==> config.mk <==
export PLATFORM = sky130hd
export DESIGN_NAME = mem_port_arbiter
export DESIGN_NICKNAME = d
export VERILOG_FILES = /design/src/rtl/mem_port_arbiter.sv
export SDC_FILE = /design/constraint.sdc
export NUM_CORES = 1
export LEC_CHECK = 0
export ABC_AREA = 1
export CORE_ASPECT_RATIO = 1.4
export CORE_MARGIN = 2
export CORE_UTILIZATION = 37
export CTS_CLUSTER_DIAMETER = 30
export DETAILED_ROUTE_END_ITERATION = 10
export GPL_TIMING_DRIVEN = 0
export PLACE_DENSITY = 0.77
export SYNTH_ARGS = -nofsm -noshare
export SYNTH_HDL_FRONTEND = slang
export SYNTH_SLANG_ARGS = --single-unit
==> constraint.sdc <==
create_clock -name clk -period 1.3 [get_ports clk]
set_input_delay 0.39 -clock clk [delete_from_list [all_inputs] [get_ports clk]]
set_output_delay 0.39 -clock clk [all_outputs]
set_load 0.01 [all_outputs]
==> src/rtl/mem_port_arbiter.sv <==
// Shares one SRAM-like memory port between instruction fetch and data access.
// One outstanding transaction at a time; data has priority, alternating when both wait.
module mem_port_arbiter #(
  parameter int unsigned ADDR_W = 32,
  parameter int unsigned DATA_W = 32
) (
  input  logic              clk,
  input  logic              rst,
  input  logic              inst_req,
  input  logic [ADDR_W-1:0] inst_addr,
  output logic [DATA_W-1:0] inst_rdata,
  output logic              inst_done,
  input  logic              data_req,
  input  logic              data_wr,
  input  logic [1:0]        data_size,
  input  logic [ADDR_W-1:0] data_addr,
  input  logic [DATA_W-1:0] data_wdata,
  output logic [DATA_W-1:0] data_rdata,
  output logic              data_done,
  output logic              mem_req,
  output logic              mem_wr,
  output logic [1:0]        mem_size,
  output logic [ADDR_W-1:0] mem_addr,
  output logic [DATA_W-1:0] mem_wdata,
  input  logic              mem_addr_ok,
  input  logic              mem_data_ok,
  input  logic [DATA_W-1:0] mem_rdata,
  output logic              stall
);

  typedef enum logic [1:0] {StIdle, StAddr, StWait} state_e;

  state_e              state_q, state_d;
  logic                grant_data_q, grant_data_d;
  logic                last_was_data_q, last_was_data_d;
  logic [ADDR_W-1:0]   addr_q, addr_d;
  logic                wr_q, wr_d;
  logic [1:0]          size_q, size_d;
  logic [DATA_W-1:0]   wdata_q, wdata_d;
  logic [DATA_W-1:0]   inst_rdata_q, inst_rdata_d;
  logic [DATA_W-1:0]   data_rdata_q, data_rdata_d;
  logic                inst_done_q, inst_done_d;
  logic                data_done_q, data_done_d;

  logic inst_elig, data_elig, pick_data, complete;

  // A requester still holding req during its done cycle must not be re-granted.
  assign inst_elig = inst_req & ~inst_done_q;
  assign data_elig = data_req & ~data_done_q;

  always_comb begin
    state_d         = state_q;
    grant_data_d    = grant_data_q;
    last_was_data_d = last_was_data_q;
    addr_d          = addr_q;
    wr_d            = wr_q;
    size_d          = size_q;
    wdata_d         = wdata_q;
    inst_rdata_d    = inst_rdata_q;
    data_rdata_d    = data_rdata_q;
    inst_done_d     = 1'b0;
    data_done_d     = 1'b0;
    mem_req         = 1'b0;
    pick_data       = 1'b0;
    complete        = 1'b0;

    unique case (state_q)
      StIdle: begin
        if (inst_elig || data_elig) begin
          pick_data       = data_elig & (~inst_elig | ~last_was_data_q);
          grant_data_d    = pick_data;
          last_was_data_d = pick_data;
          if (pick_data) begin
            addr_d  = data_addr;
            wr_d    = data_wr;
            size_d  = data_size;
            wdata_d = data_wdata;
          end else begin
            addr_d  = inst_addr;
            wr_d    = 1'b0;
            size_d  = 2'd2;
            wdata_d = '0;
          end
          state_d = StAddr;
        end
      end
      StAddr: begin
        mem_req = 1'b1;
        if (mem_addr_ok) begin
          if (mem_data_ok) begin
            complete = 1'b1;
          end else begin
            state_d = StWait;
          end
        end
      end
      StWait: begin
        if (mem_data_ok) begin
          complete = 1'b1;
        end
      end
      default: state_d = StIdle;
    endcase

    if (complete) begin
      state_d = StIdle;
      if (grant_data_q) begin
        data_rdata_d = mem_rdata;
        data_done_d  = 1'b1;
      end else begin
        inst_rdata_d = mem_rdata;
        inst_done_d  = 1'b1;
      end
    end
  end

  always_ff @(posedge clk) begin
    if (rst) begin
      state_q         <= StIdle;
      grant_data_q    <= 1'b0;
      last_was_data_q <= 1'b0;
      addr_q          <= '0;
      wr_q            <= 1'b0;
      size_q          <= 2'd0;
      wdata_q         <= '0;
      inst_rdata_q    <= '0;
      data_rdata_q    <= '0;
      inst_done_q     <= 1'b0;
      data_done_q     <= 1'b0;
    end else begin
      state_q         <= state_d;
      grant_data_q    <= grant_data_d;
      last_was_data_q <= last_was_data_d;
      addr_q          <= addr_d;
      wr_q            <= wr_d;
      size_q          <= size_d;
      wdata_q         <= wdata_d;
      inst_rdata_q    <= inst_rdata_d;
      data_rdata_q    <= data_rdata_d;
      inst_done_q     <= inst_done_d;
      data_done_q     <= data_done_d;
    end
  end

  assign inst_rdata = inst_rdata_q;
  assign inst_done  = inst_done_q;
  assign data_rdata = data_rdata_q;
  assign data_done  = data_done_q;
  assign mem_wr     = wr_q;
  assign mem_size   = size_q;
  assign mem_addr   = addr_q;
  assign mem_wdata  = wdata_q;
  assign stall      = (inst_req & ~inst_done_q) | (data_req & ~data_done_q);

endmodule

# Yosys cells after proc, flatten, opt, wreduce, memory -nomap -nowiden

Cells that the tools add are included.

Flip-flop bits (word level): 136
Bits of input ports: 137
Output and inout bits: 135
Word-level logic and storage cells: 48

Equal/unequal tests: 5
Muxes and demuxes: 14
Bitwise logic cells: 11
Reductions and logical operators: 8

Operators with widths:

| operator                                             | number |
|---|---|
| 2-to-1 mux 32 bit                                    | 2 |
| 2-to-1 mux 2 bit                                     | 4 |
| 2-to-1 mux 1 bit                                     | 6 |
| != test 2 bit (second input constant)                | 3 |
| inverter 1 bit                                       | 6 |
| case mux 2 bit (3 select lines)                      | 1 |
| AND reduction 2 bit                                  | 3 |
| AND reduction 4 bit                                  | 1 |
| OR reduction 2 bit                                   | 2 |
| bitwise AND 1 bit                                    | 3 |
| equality test 2 x 1 -> 1 bit (second input constant) | 1 |
| equality test 2 bit (second input constant)          | 1 |
| logical NOT 2 bit                                    | 1 |
| OR 1 bit                                             | 2 |
| case mux 1 bit (2 select lines)                      | 1 |
| logical OR 1 bit                                     | 1 |

# Longest topological paths before layout

Word-level depth: 6
Gate-level depth with buffers: 10

# Worst setup path after synthesis

Ideal clock, no wire load.

Kind: reg2reg
Start: reg state_q[1]
End: reg data_rdata_q[10], in the netlist data_rdata[10]
Setup time: 0.119 ns
Arrival: 1.308 ns
Required time: 1.181 ns
Slack: -0.128 ns
Cell stages (with the launch flop): 10
Buffers on the path: 2
Cell sequence: dfxtp_1 inv_1 ha_1 nand2_1 nand2_1 nand3_1 buf_2 buf_4 o21ai_0 a21oi_1

Cells in the longest elaborated chain, start to end: 3

Ends and longest elaborated chain:

| item                                                                | RTL line | RTL |
|---|---|---|
| start, declared                                                     | 33       | `state_e state_q, state_d;` |
| start signal, assigned                                              | 119      | `state_q <= StIdle;` |
| start signal, assigned                                              | 131      | `state_q <= state_d;` |
| equality test 2 bit or equality test 2 x 1 -> 1 bit (tied branches) | 67       | `unique case (state_q)` |
| case mux 1 bit (2 select lines) *                                   | 67       |  |
| AND reduction 2 bit (no source line) *                              | --       |  |
| end signal, assigned                                                | 139      | `data_rdata_q <= data_rdata_d;` |
| end, declared                                                       | 41       | `logic [DATA_W-1:0] data_rdata_q, data_rdata_d;` |

Mark *: on every way between the ends. The rest lies on a longest branch, timed or not.
A chain may end at the register's enable or synchronous reset.

# Worst setup path in the final report

Start: reg state_q[0]
End: reg data_rdata_q[9], in the netlist data_rdata[9]

The elaborated chain is that of the path after synthesis.

==> out/qor.csv <==
metric,value,unit
crit_slowest_cell,dfxtp_2,
placed_cells,1280,
syn-num-nets,958,
die_h,151,um
cpPeakStageDelay,0.35,ns
postLayoutSetupSlackWorst,-0.251,ns
synth.largest_area_cell,dfxtp_1,
cp_top_family,buffers and inverters,
worst_clock_skew,0.0111,ns
path_max_fanout,8,
hold_buffers,0,
synthCells,818,
routedWlPerCell,16.6,um
dieArea,16400,um2
grt_max_degree,17,
seqPwrFrac,28.8,%
drtIter0Drc,210,
grt_pass1_vias,5990,
cp.arrival,1.88,ns
h-tree-depth,4,
slew_headroom,42.4,%
drt_wl_total,22.4,mm
initial_core_util,37.9,%
num-nets-final,1288,
fin_crit_sh,119,%
multi_input_area,3140,um2
path_clk_slew,0.06,ns
floorplan.rows,53,
worstReg2RegStart,state_q[0]$_SDFFE_PP0P_,
power_switching_share,35.1,%
ant_nets,0,
async_flop_share,0,%
synth.area.top_cells,"dfxtp_1 48%, nand2_1 14%, inv_1 8.9%",
cp_num_buf_inv,4,
antenna_found_initial,1,
synth.most_common_cell,nand2_1,
post-dp-hpwl,14.0,mm
grt_pass1_wl,29.9,mm
design.core.area,15100,um2
synth_commonest_cells,"206 x nand2_1, 136 x dfxtp_1, 135 x inv_1",
routed_via_density,4.84,
synth_top_area_share,47.7,%
cp-end-kind,flip-flop,
yosysWarnings,0,
rsz0062_at_grt,yes,
ir_worst_vdd,1.01,mV
finalHoldViolCount,0,
grt-ovfl-total,0,
synth_edf_count,0,
clk_path_buf_depth,2,
ios,272,
p_comb_share,43.9,%
power_density,1770,nW/um2
nFillCells,1111,
power.total,0.0194,W
cp_common_cell,inv_2,
clk-insertion-delay-late,0.41,ns
setup_viol,117,
drive_above_1_share,47.0,%
netlist_area,5700,um2
ys_seq_elements,136,
ys.flop_type,dfxtp_1,
fmax,645,MHz
p_int,0.0126,W
root_buffer,clkbuf_16,
syn_avg_cell_area,6.97,um2
drcViolationCount,0,
path_class,reg -> reg,
cts_tree,built,
min_period,1.55,ns
p_leak,5.16,nW
p_sw,0.00680,W
violations,negative setup slack,
critPathLaunchType,flip-flop,
finalSetupTns,-14.42,ns
crit_chain,"inv_2, ha_1, inv_2, nand2_2, nand3_4, buf_12, clkbuf_16, o21ai_2, a21oi_1",
seqCellArea,2840,um2
clkSinkCount,136,
p_clk_share,27.3,%
first_pass_iters,4,
status,finished with violations,
area_growth,92.2,%
min-delay-start,data_rdata[14]$_SDFFE_PP0P_,
synth_cell_types,20,
drv_cap,0,
vias,6558,
port_buffers,270,
tightest_slew,0.864,ns
hp-class,reg -> reg,
instances_no_fill,1354,
fp.dieW,109,um
ys_seq_area_share,47.7,%
grt.total_usage,23.4,%
required,1.63,ns
slew_violations,0,
routabilityCongestion,0.836,
numCtsBuffers,17,
startpoint,state_q[0]$_SDFFE_PP0P_,
==> sequential cells by signal, summed over array words and instances (netlist names) <==
signal	flops
data_rdata	32
mem_size	2
data_done	1
mem_wdata	32
mem_wr	1
mem_addr	32
inst_done	1
inst_rdata	32
state_q	2
last_was_data_q	1
==> routing by layer <==
layer / global-route usage, % / routed length [um] / up-vias
met5: 0 / 0 / -
met4: 9.49 / 947 / 0
met3: 7.10 / 1460 / 78
met2: 43.2 / 12300 / 243
met1: 24.1 / 7680 / 3058
li1: - / - / 3179
==> cell type report <==
cell class | count | area share [%]
Clock inverter | 14 | 1.91
Timing Repair Buffer | 316 | 27.7
Inverter | 142 | 5.13
Sequential cell | 136 | 25.9
Clock buffer | 18 | 3.91
Multi-Input combinational cell | 489 | 28.6
Tap cell | 192 | 2.19
Buffer | 46 | 4.63
Antenna cell | 1 | 0.0228
==> what timing repair did <==
item / CTS / global route
setup endpoints to repair: 267 / 215
cloned: 8 / 12
setup buffers: 18 / 9
gates resized for setup: 691 / 361
hold endpoints to repair: 0 / 0
pin swaps: 10 / 52
==> path summary, 6_finish.rpt <==
path	end	slack, ns	cells after the start
max	data_rdata[9]$_SDFFE_PP0P_	-0.25	9
min	data_rdata[14]$_SDFFE_PP0P_	0.44	2
max reg2reg	data_rdata[9]$_SDFFE_PP0P_	-0.25	9
min reg2reg	data_rdata[14]$_SDFFE_PP0P_	0.44	2
==> tightest hold or removal path: stages, from the launching register on <==
cell	delay, ns
dfxtp_2	0.32
inv_1	0.04
a21oi_1	0.05
==> metrics by stage <==
stage	setup WS (ns)	utilization, %	hold WS [ns]	cell area, um2
2_1_floorplan	-0.0360	-	0.467	5750
3_3_place_gp	-0.714	57.7	0.430	8690
3_5_place_dp	-0.726	57.7	0.436	8690
4_1_cts	-0.209	62.4	0.441	9400
5_1_grt	-0.325	72.8	0.459	11000
6_report	-0.251	72.8	0.441	11000
==> power by group through the flow <==
stage / clock [W] / combinational (W) / sequential, W
after floorplan: 0 / 0.00266 / 0.00583
after global placement: 0 / 0.00576 / 0.00543
after detailed placement: 0 / 0.00581 / 0.00547
after CTS: 0.00533 / 0.00630 / 0.00540
after global routing: 0.00553 / 0.00910 / 0.00566
final: 0.00528 / 0.00850 / 0.00558
==> cell usage in the layout, fill, tap and decap left out, types with 5 or more instances in the layout <==
cell               n
clkdlybuf4s50_1  133
buf_2             87
a21oi_2           55
clkbuf_16         27
buf_8             17
clkbuf_1           6
nand3_2           31
buf_4             24
nor2_1            65
dfxtp_1           48
inv_2              8
buf_6             67
inv_1            130
a21oi_1           41
nand2_1          151
o21ai_4           10
buf_16             5
nand3_4            7
nor2_2             5
nand2_2           35
buf_12             7
nand2_4           23
dfxtp_2           87
nand3_1           31
o21ai_2           21
==> cell families (layout without fill, tap and decap cells) <==
| family | count (synthesis) | in the layout | share of synthesized area (%) |
|---|---|---|---|
| simple gates | 353 | 353 | 25.4 |
| buf+inv | 193 | 536 | 14.5 |
| flops | 136 | 136 | 47.7 |
| compound gates | 133 | 133 | 11.7 |
| fa+ha+maj | 3 | 3 | 0.658 |
| other cells | 0 | 1 | 0 |
No activity file was read; power rests on OpenSTA's default activity.
